**config.mk**
```make
export PLATFORM = sky130hd
export DESIGN_NAME = ppu_pixel_fifo
export DESIGN_NICKNAME = d
export VERILOG_FILES = /design/src/rtl/ppu_pkg.sv /design/src/rtl/sync_fifo.sv /design/src/rtl/ppu_pixel_fifo.sv
export SDC_FILE = /design/constraint.sdc
export NUM_CORES = 1
export LEC_CHECK = 0
export CAP_MARGIN = 20
export CORE_AREA = 2 2 118 120
export CTS_CLUSTER_DIAMETER = 100
export DETAILED_ROUTE_END_ITERATION = 12
export DIE_AREA = 0 0 120 122
export PLACE_DENSITY_LB_ADDON = 0.08
export RECOVER_POWER = 100
export SYNTH_ARGS = -nofsm -noshare
export SYNTH_HDL_FRONTEND = slang
export SYNTH_HIERARCHICAL = 1
export SYNTH_SLANG_ARGS = --single-unit
```
**constraint.sdc**
```tcl
create_clock -name clk -period 7.45 [get_ports clk]
set_clock_uncertainty 0.2 [all_clocks]
set_input_delay 1.1175 -clock clk [delete_from_list [all_inputs] [get_ports clk]]
set_output_delay 1.1175 -clock clk [all_outputs]
set_load 0.02 [all_outputs]
```
**src/rtl/ppu_pkg.sv**
```systemverilog
// Shared ppu definitions: raster geometry, pixel byte layout and the frame sync marker.
package ppu_pkg;

  localparam int LINE   = 799;
  localparam int SCREEN = 524;
  localparam int HA_END = 639;
  localparam int VA_END = 479;

  // Byte layout on the vga_driver bus: R in [7:6], G in [5:4], B in [3:2], sync code in [1:0].
  typedef struct packed {
    logic [1:0] r;
    logic [1:0] g;
    logic [1:0] b;
    logic [1:0] sync;
  } ppu_pixel_t;

  localparam logic [7:0] SYNC_MARKER = 8'h03;

  typedef enum logic [1:0] {
    SLOT_PARK,
    SLOT_MARK,
    SLOT_ACTIVE,
    SLOT_BLANK
  } slot_e;

  // Strips the sync code so a stored byte can never alias the frame marker.
  function automatic logic [7:0] rgb_only(input ppu_pixel_t p);
    ppu_pixel_t q;
    q      = p;
    q.sync = 2'b00;
    return q;
  endfunction

endpackage

```
**src/rtl/sync_fifo.sv**
```systemverilog
// Single-clock FIFO with occupancy tracking; caller guarantees no push when full and no pop when empty.
module sync_fifo #(
  parameter int DEPTH     = 16,
  parameter int ADDR_BITS = 4,
  parameter int DATA_W    = 8
) (
  input  logic                clk,
  input  logic                rst,
  input  logic                push,
  input  logic                pop,
  input  logic [DATA_W-1:0]   wdata,
  output logic [DATA_W-1:0]   rdata,
  output logic [ADDR_BITS:0]  level,
  output logic                full,
  output logic                empty
);

  logic [DATA_W-1:0]    mem [DEPTH];
  logic [ADDR_BITS-1:0] wr_ptr_p1;
  logic [ADDR_BITS-1:0] rd_ptr_p1;
  logic [ADDR_BITS:0]   level_p1;

  always_ff @(posedge clk) begin
    if (!rst) begin
      wr_ptr_p1 <= '0;
      rd_ptr_p1 <= '0;
      level_p1  <= '0;
    end else begin
      if (push) wr_ptr_p1 <= wr_ptr_p1 + 1'b1;
      if (pop)  rd_ptr_p1 <= rd_ptr_p1 + 1'b1;
      if (push && !pop)      level_p1 <= level_p1 + 1'b1;
      else if (pop && !push) level_p1 <= level_p1 - 1'b1;
    end
  end

  always_ff @(posedge clk) begin
    if (push) mem[wr_ptr_p1] <= wdata;
  end

  assign rdata = mem[rd_ptr_p1];
  assign level = level_p1;
  assign full  = (level_p1 == (ADDR_BITS+1)'(DEPTH));
  assign empty = (level_p1 == '0);

endmodule

```
**src/rtl/ppu_pixel_fifo.sv**
```systemverilog
// Buffers ppu bytes and drains them one per pixel clock onto the vga_driver bus,
// paced by a local raster that emits a sync marker at every frame boundary.
module ppu_pixel_fifo
  import ppu_pkg::*;
#(
  parameter int DEPTH     = 16,
  parameter int ADDR_BITS = 4,
  parameter int LINE      = ppu_pkg::LINE,
  parameter int SCREEN    = ppu_pkg::SCREEN,
  parameter int HA_END    = ppu_pkg::HA_END,
  parameter int VA_END    = ppu_pkg::VA_END
) (
  input  logic                 clk,
  input  logic                 rst,
  input  logic                 enable,
  input  logic [7:0]           data_i,
  input  logic                 stb_i,
  output logic                 ack_i,
  output logic [7:0]           pix_o,
  output logic                 frame_start_o,
  output logic [ADDR_BITS:0]   level_o,
  output logic                 full_o,
  output logic                 empty_o,
  output logic [15:0]          underflow_o
);

  localparam int DATA_W = 8;
  localparam int SX_W   = $clog2(LINE + 1);
  localparam int SY_W   = $clog2(SCREEN + 1);

  logic [SX_W-1:0]   sx_p0;
  logic [SY_W-1:0]   sy_p0;
  slot_e             slot_p0;
  logic              accept_p0;
  logic              pop_p0;
  logic [DATA_W-1:0] head_p0;

  logic              ack_p1;
  logic              vld_p1;
  logic [DATA_W-1:0] pix_p1;
  logic [15:0]       uf_p1;

  function automatic logic [15:0] sat_inc(input logic [15:0] v);
    return (v == 16'hFFFF) ? v : v + 16'd1;
  endfunction

  // Stage p0: handshake decision and slot decode from the current raster position.
  // Gating on ack_p1 stops the byte still held on stb during the ack cycle from entering twice.
  assign accept_p0 = stb_i & ~full_o & ~ack_p1;

  always_comb begin
    slot_p0 = SLOT_BLANK;
    if (!enable)
      slot_p0 = SLOT_PARK;
    else if (sx_p0 == SX_W'(LINE) && sy_p0 == SY_W'(SCREEN))
      slot_p0 = SLOT_MARK;
    else if (sx_p0 <= SX_W'(HA_END) && sy_p0 <= SY_W'(VA_END))
      slot_p0 = SLOT_ACTIVE;
  end

  assign pop_p0 = (slot_p0 == SLOT_ACTIVE) && !empty_o;

  sync_fifo #(
    .DEPTH     (DEPTH),
    .ADDR_BITS (ADDR_BITS),
    .DATA_W    (DATA_W)
  ) u_fifo (
    .clk   (clk),
    .rst   (rst),
    .push  (accept_p0),
    .pop   (pop_p0),
    .wdata (data_i),
    .rdata (head_p0),
    .level (level_o),
    .full  (full_o),
    .empty (empty_o)
  );

  // Parking at the marker slot means every (re)enable starts a fresh, aligned frame.
  always_ff @(posedge clk) begin
    if (!rst) begin
      sx_p0 <= SX_W'(LINE);
      sy_p0 <= SY_W'(SCREEN);
    end else if (slot_p0 == SLOT_PARK) begin
      sx_p0 <= SX_W'(LINE);
      sy_p0 <= SY_W'(SCREEN);
    end else if (sx_p0 == SX_W'(LINE)) begin
      sx_p0 <= '0;
      sy_p0 <= (sy_p0 == SY_W'(SCREEN)) ? '0 : sy_p0 + 1'b1;
    end else begin
      sx_p0 <= sx_p0 + 1'b1;
    end
  end

  // Stage p1: registered bus outputs.
  always_ff @(posedge clk) begin
    if (!rst) begin
      ack_p1 <= 1'b0;
      vld_p1 <= 1'b0;
      pix_p1 <= '0;
      uf_p1  <= '0;
    end else begin
      ack_p1 <= accept_p0;
      vld_p1 <= (slot_p0 == SLOT_MARK);
      unique case (slot_p0)
        SLOT_MARK:   pix_p1 <= SYNC_MARKER;
        SLOT_ACTIVE: begin
          if (empty_o) begin
            pix_p1 <= '0;
            uf_p1  <= sat_inc(uf_p1);
          end else begin
            pix_p1 <= rgb_only(head_p0);
          end
        end
        default:     pix_p1 <= '0;
      endcase
    end
  end

  assign ack_i         = ack_p1;
  assign frame_start_o = vld_p1;
  assign pix_o         = pix_p1;
  assign underflow_o   = uf_p1;

endmodule
```
# Word level (Yosys, flattened, before mapping)
# Memories as Yosys holds them, arrays and structs flattened. A register that Yosys moved wholly into a read port is not among the register bits.
# Index checks and enable logic that the tools add are counted.
[word_totals]
ff_bits = 59
latchBits = 0
ramBits = 128
romBits = 0
output_inout_bits = 33
elab_cells = 59
mem_count = 1
[memory_table]
columns = ["memory", "words", "width", "read_ports", "rd_ports_with_merged_regs", "wr", "line", "rtl"]
rows = [
  ["u_fifo.mem", 16, 8, 1, 1, 1, "sync_fifo.sv:18", "logic [DATA_W-1:0] mem [DEPTH];"],
]
[classes]
n_addsub = 7
mul = 0
div_mod_pow = 0
magnitude_cmp = 2
n_eq_ne = 6
shifts = 0
n_mux = 13
bitwise = 6
reduce_logical = 14
[ops]
columns = ["operator", "count"]
rows = [
  ["adder 10 x 1 -> 10 bit, second input constant", 2],
  ["equality test 10 bit, second input constant", 2],
  ["2-to-1 mux 10 bit", 2],
  ["adder 16 x 1 -> 16 bit, second input constant", 1],
  ["equality test 16 bit, second input constant", 1],
  ["case mux 8 bit (2 select lines)", 1],
  ["<= comparator 10 bit, second input constant", 1],
  ["<= comparator 10 x 9 -> 1 bit, second input constant", 1],
  ["2-to-1 mux 5 bit", 2],
  ["adder 4 x 1 -> 4 bit, second input constant", 2],
  ["2-to-1 mux 4 bit", 2],
  ["2-to-1 mux 8 bit", 1],
  ["adder 5 x 1 -> 5 bit, second input constant", 1],
  ["equality test 5 bit, second input constant", 1],
  ["logical AND 1 bit", 5],
  ["zero test 5 bit", 1],
  ["subtractor 5 x 1 -> 5 bit, second input constant", 1],
  ["2-to-1 mux 2 bit", 2],
  ["NOT 1 bit", 4],
  ["zero test 1 bit", 3],
  ["2-to-1 mux 1 bit", 3],
  ["AND reduction 3 bit", 1],
  ["OR reduction 3 bit", 1],
  ["AND 1 bit", 2],
  ["other kinds (5)", 5],
]

# Depth between registers and ports, before layout
# Gate-level depths: netlist of run 1.
[logic_depth]
word_depth = 10
ltp_mapped = 11

# Hierarchy
# Netlist of run 1, hierarchy kept.
[by_module_without_submodules]
columns = ["mod", "instances", "cells_per_inst", "area_each_um2", "seq_area_each_um2"]
rows = [
  ["sync_fifo", 1, 305, 5808.1, 4184.0],
  ["ppu_pixel_fifo", 1, 234, 2058.2, 880.8],
]

# Least setup slack after synthesis of run 1
# Ideal clock, no wire load.
[synth_path]
kind = "input-to-reg"
start = "input enable"
end = "register u_fifo.level_p1[4] (netlist: u_fifo/level[4])"
setup_time_ps = 72
arrival_ps = 2985
required_ps = 7178
path_slack_ps = 4193
path_stages = 10
cell_sequence = "nor2b_1 nand3_1 nor2_1 inv_1 ha_1 fa_1 nand2b_1 a21oi_1 mux2i_1 mux2i_1"
[synth_between]
elab_chain_len = 6
[synth_lines]
columns = ["element", "line", "rtl"]
rows = [
  ["start: declaration", "ppu_pixel_fifo.sv:15", "input logic enable,"],
  ["2-to-1 mux 2 bit (*)", "ppu_pixel_fifo.sv:53", "if (!enable)"],
  ["equality test 2 bit (*)", "ppu_pixel_fifo.sv:61", "assign pop_p0 = (slot_p0 == SLOT_ACTIVE) && !empty_o;"],
  ["logical AND 1 bit (*)", "ppu_pixel_fifo.sv:61", ""],
  ["named net pop_p0", "ppu_pixel_fifo.sv:35", "logic pop_p0;"],
  ["zero test 1 bit", "sync_fifo.sv:31", "if (push && !pop) level_p1 <= level_p1 + 1'b1;"],
  ["logical AND 1 bit", "sync_fifo.sv:31", ""],
  ["2-to-1 mux 5 bit / nonzero test 2 bit (equally long branches)", "--", ""],
  ["end signal: assignment", "sync_fifo.sv:31", ""],
  ["end signal: assignment", "sync_fifo.sv:32", "else if (pop && !push) level_p1 <= level_p1 - 1'b1;"],
  ["end: declaration", "sync_fifo.sv:21", "logic [ADDR_BITS:0] level_p1;"],
]
# The timed path passes the listed nets; every way through them passes the cells marked *.
# A chain may end at the register's enable or synchronous reset.

# Worst setup path after layout of run 1
# Same ends and word-level chain as after synthesis.

==> summary.md, run 1 <==
| Metric | Value |
|---|---|
| Site Rows | 43 |
| TritonRoute pass-1 iters | 5 |
| Worst path most repeated cell | mux2i_1 |
| WL met2 | 6390 µm |
| Met3 WL | 417 µm |
| Pwr per Cell Area | 263 mW/mm² |
| Worst-path clk slew | 0.05 ns |
| Clk_lat worst skew | between 0.4 and 0.5 ns |
| Post-Synthesis Cells | 493 |
| Reg-to-Reg Start | u_fifo/level[0] |
| Top sig layer | met4 |
| DP Wirelength | 8150 µm |
| Setup CP Type | in -> reg |
| Tmin final | 3.68 ns |
| Critical-path maximum fanout | 5 |
| Status | completed |
| Crit path capture type | flop |
| Core Box Area | 0.0135 mm² |
| Final worst slack | 3.77 ns |
| Final Max Tran Viols | 0 |
| Area grow syn2layout | 16.0% |
| CTS Buffer Depth | 2 |
| Die Wd | 120 µm |
| Vias | 4,031 |
| Slew @ Worst Pin | 1.14 ns |
| F_max | 272 MHz |
| Starting Density | 49.4% |
| CTS Root Cell | clkbuf_16 |
| Sink Count | between 150 and 200 |
| Initial antenna violation count | 0 |
| Routed WL | 12,800 µm |
| First-pass GRT wire length | 20,500 µm |
| Hold Crit Start | u_fifo/level[4] |
| Final hold vios | 0 |
| Max_cap viols | 0 |
| Post-CTS Setup Bufs | 0 |
| Vias in the first global route | 3,889 |
| Largest net degree at the start of global routing | 31 |
| Pre-CTS setup slack | 3.40 ns |
| Setup violators final | 0 |
| Worst path max stage delay | 0.58 ns |
| Worst Setup Start Kind | input pin |
| GP Congestion | 0.781 |
| Vias per cell | around 5.6 |
| Syn Std Cell Area | roughly 0.0067 mm² |
| WL/cell | 17.6 µm |
| Fraction of layout cells with a size suffix above 1 | 9.89% |
| Drt initial violations | between 200 and 300 |
| M1 WL | 5890 µm |
| Leak pwr | between 2 and 3 nW |
| Cts hold-fix bufs | 0 |
| Worst Path Arrival | 3.83 ns |
| Post-CTS resize count | 0 |
| Total Neg Setup Slack | 0 ns |
| Yosys Warn Count | 6 |
| Worst Hold Class | reg -> reg |
| Maximum vdd drop | 0.000161 V |
| Depth of the CTS H-tree | 4 |
| Total global routing overflow | 0 |
| Mean post-synth cell area | ~14 µm² |
| Chip height | 122 µm |
| RSZ-0062 raised after global routing | no |
| ANT cells | 0 |
| Port bufs | 42 |
| GRT Total Usage | between 10% and 20% |
| Syn Nets | 519 |
| Worst EP required | 7.60 ns |
| I/O pins | 45 |
| Worst path slowest cell | dlygate4sd3_1 |
| Fin crit share | 49.4% |
| CTS tree | yes |
| DR DRC count | 0 |
| Final #Nets | 559 |
| Die ar. | 0.0146 mm² |
| Antenna-violating nets left | 0 |
| Max_slew headroom | 24.0% |
| CP Cell Sequence | dlygate4sd3_1 -> nor2b_1 -> nand3_1 -> nor2_1 -> inv_1 -> ha_1 -> fa_1 -> nand2b_1 -> a21oi_1 -> mux2i_1 -> mux2i_1 |
| Critical Path Source | enable |
| TritonCTS buffer count | 17 |
[per-stage QoR]
stage | utilization (%) | hold slack [ns] | cell area [µm²] | cells | total power, W
CTS | 57.4 | 0.298 | 7750 | 725 | 0.00207
detailed placement | 53.2 | 0.287 | 7190 | 693 | 0.00125
global route | 57.4 | 0.313 | 7750 | 726 | 0.00213
floorplan | - | 0.266 | 6680 | 493 | 0.00116
global placement | 53.2 | 0.277 | 7190 | 693 | 0.00125
finish | 57.4 | 0.293 | 7750 | 726 | 0.00204
[layer usage]
metal,vias up,GRT usage [%]
met5,-,0
met2,78,30.3
met3,5,3.98
li1,1967,-
met1,1981,24.7
met4,0,7.06
[layout make-up]
type | instances | area [µm²]
Timing Repair Buffer | 47 | 448
Fill cell | 1129 | 5760
Clock inverter | 7 | 62.6
Multi-Input combinational cell | 298 | 2370
Clock buffer | 25 | 495
Inverter | 12 | 45.0
Tap cell | 180 | 225
Sequential cell | 157 | 4100
[worst max-delay path: cells and delay by family]
kind                     cells  cell delay, ns
AND/OR/NAND/NOR              4            0.79
buffers and inverters        2            0.67
adder cells (fa/ha/maj)      2            0.66
multiplexers                 2            0.44
AO/OA/AOI/OAI                1            0.17
[flip-flops by register name (all words and copies together) (netlist names), named ones only]
name              cells
u_fifo/level          5
u_fifo/wr_ptr_p1      4
u_fifo/mem           96
ack_i                 1
pix_o                 7
underflow_o          16
sx_p0                10
u_fifo/rd_ptr_p1      4
sy_p0                10
[placed cells by master (no fill, tap or decap), types with 3 or more instances in the layout]
master	count
a21oi_1	17
a22oi_1	12
and2_0	30
and2_1	6
and3_1	3
and4_1	7
clkbuf_1	6
clkbuf_16	17
clkbuf_8	4
clkinv_2	5
dfxtp_1	61
dlygate4sd3_1	42
edfxtp_1	96
ha_1	13
inv_1	12
mux2i_1	8
mux4_1	5
mux4_2	19
nand2_1	34
nand2b_1	5
nand3_1	14
nand4_1	15
nor2_1	14
nor2b_1	4
nor3_1	9
nor4_1	6
o21ai_0	13
o31a_1	3
o31ai_1	9
or3_1	3
or4_1	11
xnor2_1	9
xor2_1	7
[worst paths after layout]
check                    end  slack [ns]  cells past startpoint
max          u_fifo/level[4]        3.77                     11
min          u_fifo/level[4]        0.29                      2
min reg2reg  u_fifo/level[4]        0.29                      2
max reg2reg  underflow_o[10]        4.25                      5
[power breakdown]
group / total [W] / switching [W] / internal (W)
Clock: 0.000808 / 0.000316 / 0.000492
Combinational: 0.000245 / 0.000144 / 0.000101
Sequential: 0.000983 / 0.0000264 / 0.000956
(Power assumes the default switching activity.)
==> run 2: changes to the inputs <==
==> constraint.sdc (replaced) <==
create_clock -name clk -period 3.6 [get_ports clk]
set_clock_uncertainty 0.2 [all_clocks]
set_input_delay 0.54 -clock clk [delete_from_list [all_inputs] [get_ports clk]]
set_output_delay 0.54 -clock clk [all_outputs]
set_load 0.02 [all_outputs]
==> run 2 against run 1 <==
Against the previous run:
- first-iteration DRC count shrank 14%
- critical path depth shrank 6
- hold slack is essentially flat
- routed wire length shrank 0.56%
- register-to-register slack lost 3.7 ns
- global-route usage is essentially flat
- sequential share of layout area shrank 0.068 points
- largest cell class unchanged
- highest routed layer unchanged
==> summary.md, run 2 (synthesized netlist as in run 1, its figures left out) <==
| Metric | Value |
|---|---|
| Die ar. | 0.0146 mm² (unchanged) |
| Placed Area | 0.00721 mm² (+0.31%) |
| Total global routing overflow | 0 (unchanged) |
| Max_slew headroom | 22.3% (-1.7 points) |
| Area of the multi-input gates | 0.00237 mm² (unchanged) |
| R2r setup slk | 0.54 ns (-3.71 ns) |
| DR DRC count | 0 (unchanged) |
| Site Rows | 43 (unchanged) |
| Total Neg Setup Slack | 0 ns (unchanged) |
| Vias in the first global route | 4,004 (+3.0%) |
| TritonRoute pass-1 iters | 4 (-1) |
| TritonCTS buffer count | 17 (unchanged) |
| Hold path depth | 2 (unchanged) |
| WL/cell | 17.4 µm (-0.83%) |
| Leak pwr | 2.65 nW (about the same) |
| Slew @ Worst Pin | 1.17 ns (+0.0255 ns) |
| Status | completed |
| Overall Power | 0.00422 W (+110%) |
| Depth of the CTS H-tree | 4 (unchanged) |
| Worst Hold Class | reg -> reg |
| Vias | 4,017 (-0.35%) |
| Final #Nets | 561 (+0.36%) |
| RSZ-0062 raised after global routing | no |
| Hold Crit Start | sy_p0[8] |
| Drt initial violations | 215 (-14%) |
| I/O pins | 45 (unchanged) |
| Routed WL | 12,700 µm (-0.56%) |
| Crit path capture type | flop |
| Cts hold-fix bufs | 0 (unchanged) |
| R2R cell count | 11 (+6) |
| Worst flop-to-flop path endpoint | u_fifo/level[3] |
| Post-CTS resize count | 0 (unchanged) |
| Tmin final | between 3 and 4 ns |
| Setup violators final | 0 (unchanged) |
| Final hold vios | 0 (unchanged) |
| Design Area, Final | 0.00776 mm² (+0.13%) |
| Fin crit share | between 80 and 90% |
| Worst-path clk slew | 0.05 ns (about the same) |
| DP Wirelength | 8350 µm (+2.5%) |
| Pwr per Cell Area | 544 mW/mm² (+110%) |
| Number of fill cells | 1,116 (-1.2%) |
| Largest net degree at the start of global routing | 32 (+3.2%) |
| Commonest non-fill, non-tap cell in the layout | edfxtp_1 |
| Register area | 0.00410 mm² (unchanged) |
| Antenna-violating nets left | 0 (unchanged) |
| F_max | a little over 300 MHz |
| Hold endpoint | sy_p0[8] |
| CTS tree | yes |
| Core Box Area | 0.0135 mm² (unchanged) |
| Initial antenna violation count | 0 (unchanged) |
| Worst Path Arrival | 3.39 ns (-0.44 ns) |
| Port bufs | 42 (unchanged) |
| Worst EP required | 3.75 ns (-3.85 ns) |
| CTS Root Cell | clkbuf_16 |
| First-pass GRT wire length | 20,500 µm (-0.30%) |
| Max_cap viols | 0 (unchanged) |
| Chip height | 122 µm (unchanged) |
| GP Congestion | 0.780 (-0.18%) |
| Starting Density | 49.4% (unchanged) |
| Vias per cell | 5.52 (-0.62%) |
| Worst Setup Start Kind | input pin |
| Largest reg by FF count | u_fifo/mem |
| ANT cells | 0 (unchanged) |
| Reg-to-Reg Start | u_fifo/level[0] |
| Commonest cells after routing, fill and taps aside | edfxtp_1 (96), dfxtp_1 (61), dlygate4sd3_1 (39) |
| CTS Buffer Depth | 2 (unchanged) |
| Critical-path maximum fanout | 31 (+26) |
| Sink Count | 157 (unchanged) |
| Fraction of layout cells with a size suffix above 1 | 9.49% (-0.40 points) |
| Die Wd | 120 µm (unchanged) |
| Post-CTS Setup Bufs | 0 (unchanged) |
| Area grow syn2layout | 16.2% |
| Clk_lat worst skew | 0.42 ns (about the same) |
| GRT Total Usage | 18.6% (about the same) |
| Maximum vdd drop | 0.000328 V (+100%) |
| Hold WS | 0.292 ns (-0.000179 ns) |
| Final Max Tran Viols | 0 (unchanged) |
| Max FFs per register | 96 (unchanged) |
| Setup CP Type | in -> reg |
-- run 2: cell types whose count changed in the layout (fill, tap and decap cells not counted), moves of 2 or more --
cell | previous run | this run
clkbuf_1 | 6 | 9
clkbuf_8 | 4 | 2
clkdlybuf4s50_1 | 0 | 3
dlygate4sd3_1 | 42 | 39
-- run 2: worst max-delay path, cell delays in order --
cell	delay (ns)
clkdlybuf4s50_1	0.45
clkbuf_1	0.86
inv_1	0.50
nor3_1	0.82
and2_0	0.22
-- run 2: cell type report --
| cell class | count | share of cell area (%) |
|---|---|---|
| inverter | 12 | 0.581 |
| clock inverter | 7 | 0.790 |
| tap | 180 | 2.90 |
| multi-input combinational | 298 | 30.5 |
| sequential | 157 | 52.9 |
| clock buffer | 25 | 6.40 |
| timing repair buffer | 49 | 5.90 |
-- run 2: routing by layer --
| layer | track usage, % | routed length, µm | vias to the layer above |
|---|---|---|---|
| met4 | 7.65 | 215 | 0 |
| li1 | - | - | 1969 |
| met2 | 30.3 | 6260 | 63 |
| met1 | 24.0 | 5860 | 1968 |
| met5 | 0 | 0 | - |
| met3 | 4.63 | 355 | 17 |
-- run 2: power breakdown --
part	switching, W	total [W]	internal (W)
sequential	0.0000553	0.00203	0.00198
clock	0.000651	0.00167	0.00102
combinational	0.000297	0.000510	0.000213
-- run 2: stage by stage --
stage	cells	setup WS (ns)	util, %
6_report	728	0.363	57.4
5_1_grt	728	0.180	57.4
4_1_cts	728	0.520	57.5
3_5_place_dp	696	0.370	53.4
3_3_place_gp	696	0.446	53.4
2_1_floorplan	493	0.348	-
-- run 2: how the worst max path moves through the flow --
stage | from | to | slack (ns) | depth (start not counted)
after global placement | enable | u_fifo/level[4] | 0.45 | 11
after detailed placement | enable | u_fifo/level[4] | 0.37 | 11
after CTS | u_fifo/level[0] | u_fifo/level[3] | 0.52 | 11
final | rst | pix_o[2] | 0.36 | 5
after floorplan | u_fifo/level[0] | u_fifo/level[3] | 0.35 | 11
after global routing | rst | pix_o[5] | 0.18 | 5
==> run 3: changes to the inputs <==
--- a/config.mk
+++ b/config.mk
@@ -5,8 +5,8 @@
 export SDC_FILE = /design/constraint.sdc
 export NUM_CORES = 1
 export LEC_CHECK = 0
-export CAP_MARGIN = 20
 export CORE_AREA = 2 2 118 120
+export CTS_BUF_LIST = sky130_fd_sc_hd__clkbuf_8
 export CTS_CLUSTER_DIAMETER = 100
 export DETAILED_ROUTE_END_ITERATION = 12
 export DIE_AREA = 0 0 120 122
==> run 3 against run 2 <==
Against the previous run:
- clock power is 26% lower
- combinational power hardly changed
- count of clock-buffer cells in the layout is 6 lower
==> summary.md, run 3 (synthesized netlist as in run 1, its figures left out) <==
| Metric | Value |
|---|---|
| Worst-path clk slew | 0.07 ns (+0.02 ns) |
| Area of the multi-input gates | 0.00237 mm² (unchanged) |
| Max_cap viols | 0 (unchanged) |
| Initial antenna violation count | 0 (unchanged) |
| Setup violators final | 0 (unchanged) |
| Commonest cells after routing, fill and taps aside | edfxtp_1 (96), dfxtp_1 (61), dlygate4sd3_1 (40) |
| Crit path capture type | flop |
| R2r setup slk | 0.54 ns (about the same) |
| I/O pins | 45 (unchanged) |
| Antenna-violating nets left | 0 (unchanged) |
| Sink Count | 157 (unchanged) |
| Commonest non-fill, non-tap cell in the layout | edfxtp_1 |
| Worst Hold Class | reg -> reg |
| Routed WL | 12,700 µm (+0.35%) |
| Critical Path Source | rst |
| Max_slew headroom | 24.1% (+1.8 points) |
| Status | completed |
| Pwr per Cell Area | 498 mW/mm² (-8.5%) |
| Post-CTS Setup Bufs | 0 (unchanged) |
| Die ar. | 0.0146 mm² (unchanged) |
| CTS Root Cell | clkbuf_8 |
| Vias in the first global route | 3,992 (-0.30%) |
| Largest reg by FF count | u_fifo/mem |
| Final #Nets | 561 (unchanged) |
| Maximum vdd drop | 0.000327 V (-0.21%) |
| Die Wd | 120 µm (unchanged) |
| Drt initial violations | 223 (+3.7%) |
| Post-CTS resize count | 0 (unchanged) |
| Depth of the CTS H-tree | 4 (unchanged) |
| TritonRoute pass-1 iters | 4 (unchanged) |
| CTS tree | yes |
| Tmin final | 3.24 ns (+0.000542 ns) |
| Final Max Tran Viols | 0 (unchanged) |
| Reg-to-Reg Start | u_fifo/level[0] |
| DR DRC count | 0 (unchanged) |
| Slew @ Worst Pin | 1.14 ns (-0.0273 ns) |
| Final hold vios | 0 (unchanged) |
| Largest net degree at the start of global routing | 32 (unchanged) |
| Number of fill cells | 1,143 (+2.4%) |
| Cts hold-fix bufs | 0 (unchanged) |
| Total global routing overflow | 0 (unchanged) |
| Hold endpoint | sy_p0[8] |
| R2R cell count | 11 (unchanged) |
| GP Congestion | 0.780 (unchanged) |
| F_max | 309 MHz (about the same) |
| Site Rows | 43 (unchanged) |
| Worst EP required | 3.78 ns (+0.03 ns) |
| Leak pwr | 2.59 nW (-2.1%) |
| First-pass GRT wire length | 20,500 µm (+0.20%) |
| Max FFs per register | 96 (unchanged) |
| TritonCTS buffer count | 17 (unchanged) |
| Total Neg Setup Slack | 0 ns (unchanged) |
| Starting Density | 49.4% (unchanged) |
| Setup CP Type | in -> reg |
| Core Box Area | 0.0135 mm² (unchanged) |
| Fraction of layout cells with a size suffix above 1 | 9.49% (unchanged) |
| Critical-path maximum fanout | 31 (unchanged) |
| Fin crit share | 89.9% (about the same) |
| CTS Buffer Depth | 2 (unchanged) |
| Vias | 4,015 (-0.050%) |
| Vias per cell | 5.52 (about the same) |
| GRT Total Usage | 18.6% (-0.031 points) |
| Hold path depth | 2 (unchanged) |
| Design Area, Final | 0.00757 mm² (-2.4%) |
| Register area | 0.00410 mm² (unchanged) |
| Worst flop-to-flop path endpoint | u_fifo/level[3] |
| Clk_lat worst skew | 0.44 ns (+0.02 ns) |
| ANT cells | 0 (unchanged) |
| Port bufs | 42 (unchanged) |
| Hold Crit Start | sy_p0[8] |
| Chip height | 122 µm (unchanged) |
| WL/cell | 17.5 µm (+0.35%) |
| Worst Path Arrival | 3.42 ns (+0.03 ns) |
| DP Wirelength | 8350 µm (unchanged) |
| RSZ-0062 raised after global routing | no |
| Area grow syn2layout | 13.4% |
| Worst Setup Start Kind | input pin |
| Placed Area | 0.00721 mm² (unchanged) |
==> run 3: cell type report <==
| cell class | instances | share of cell area (%) |
|---|---|---|
| Sequential cell | 157 | 54.2 |
| Multi-Input combinational cell | 298 | 31.3 |
| Timing Repair Buffer | 49 | 6.05 |
| Clock buffer | 19 | 3.45 |
| Tap cell | 180 | 2.98 |
| Clock inverter | 13 | 1.45 |
| Inverter | 12 | 0.595 |
==> run 3: metrics by stage <==
stage / setup slack, ns / total power [W] / hold WS [ns] / utilization (%) / cells
2_1_floorplan: 0.348 / 0.00241 / 0.266 / - / 493
3_3_place_gp: 0.446 / 0.00259 / 0.277 / 53.4 / 696
3_5_place_dp: 0.370 / 0.00260 / 0.289 / 53.4 / 696
4_1_cts: 0.518 / 0.00384 / 0.300 / 56.2 / 728
5_1_grt: 0.176 / 0.00395 / 0.317 / 56.1 / 728
6_report: 0.362 / 0.00377 / 0.295 / 56.1 / 728
==> run 3: how the worst max path moves through the flow <==
stage	end	slack [ns]	depth (start not counted)
2_1_floorplan	u_fifo/level[3]	0.35	11
3_3_place_gp	u_fifo/level[4]	0.45	11
3_5_place_dp	u_fifo/level[4]	0.37	11
4_1_cts	u_fifo/level[3]	0.52	11
5_1_grt	pix_o[5]	0.18	5
6_report	pix_o[2]	0.36	5
==> run 3: critical path, stage by stage <==
cell	delay (ns)
dlygate4sd3_1	0.52
clkbuf_1	0.84
inv_1	0.50
nor3_1	0.79
and2_1	0.23
==> run 3: routing by layer <==
layer / vias to the layer above / routed length (µm) / track usage, %
met5: - / 0 / 0
met4: 0 / 197 / 6.99
met3: 16 / 356 / 4.35
met2: 66 / 6340 / 30.7
met1: 1968 / 5840 / 24.0
li1: 1965 / - / -
==> run 3: power by group <==
part / switching, W / total [W] / internal (W) / leakage, nW
clock: 0.000594 / 0.00123 / 0.000632 / 0.209
combinational: 0.000296 / 0.000509 / 0.000213 / 1.02
sequential: 0.0000549 / 0.00203 / 0.00198 / 1.36
total: 0.000945 / 0.00377 / 0.00282 / 2.59
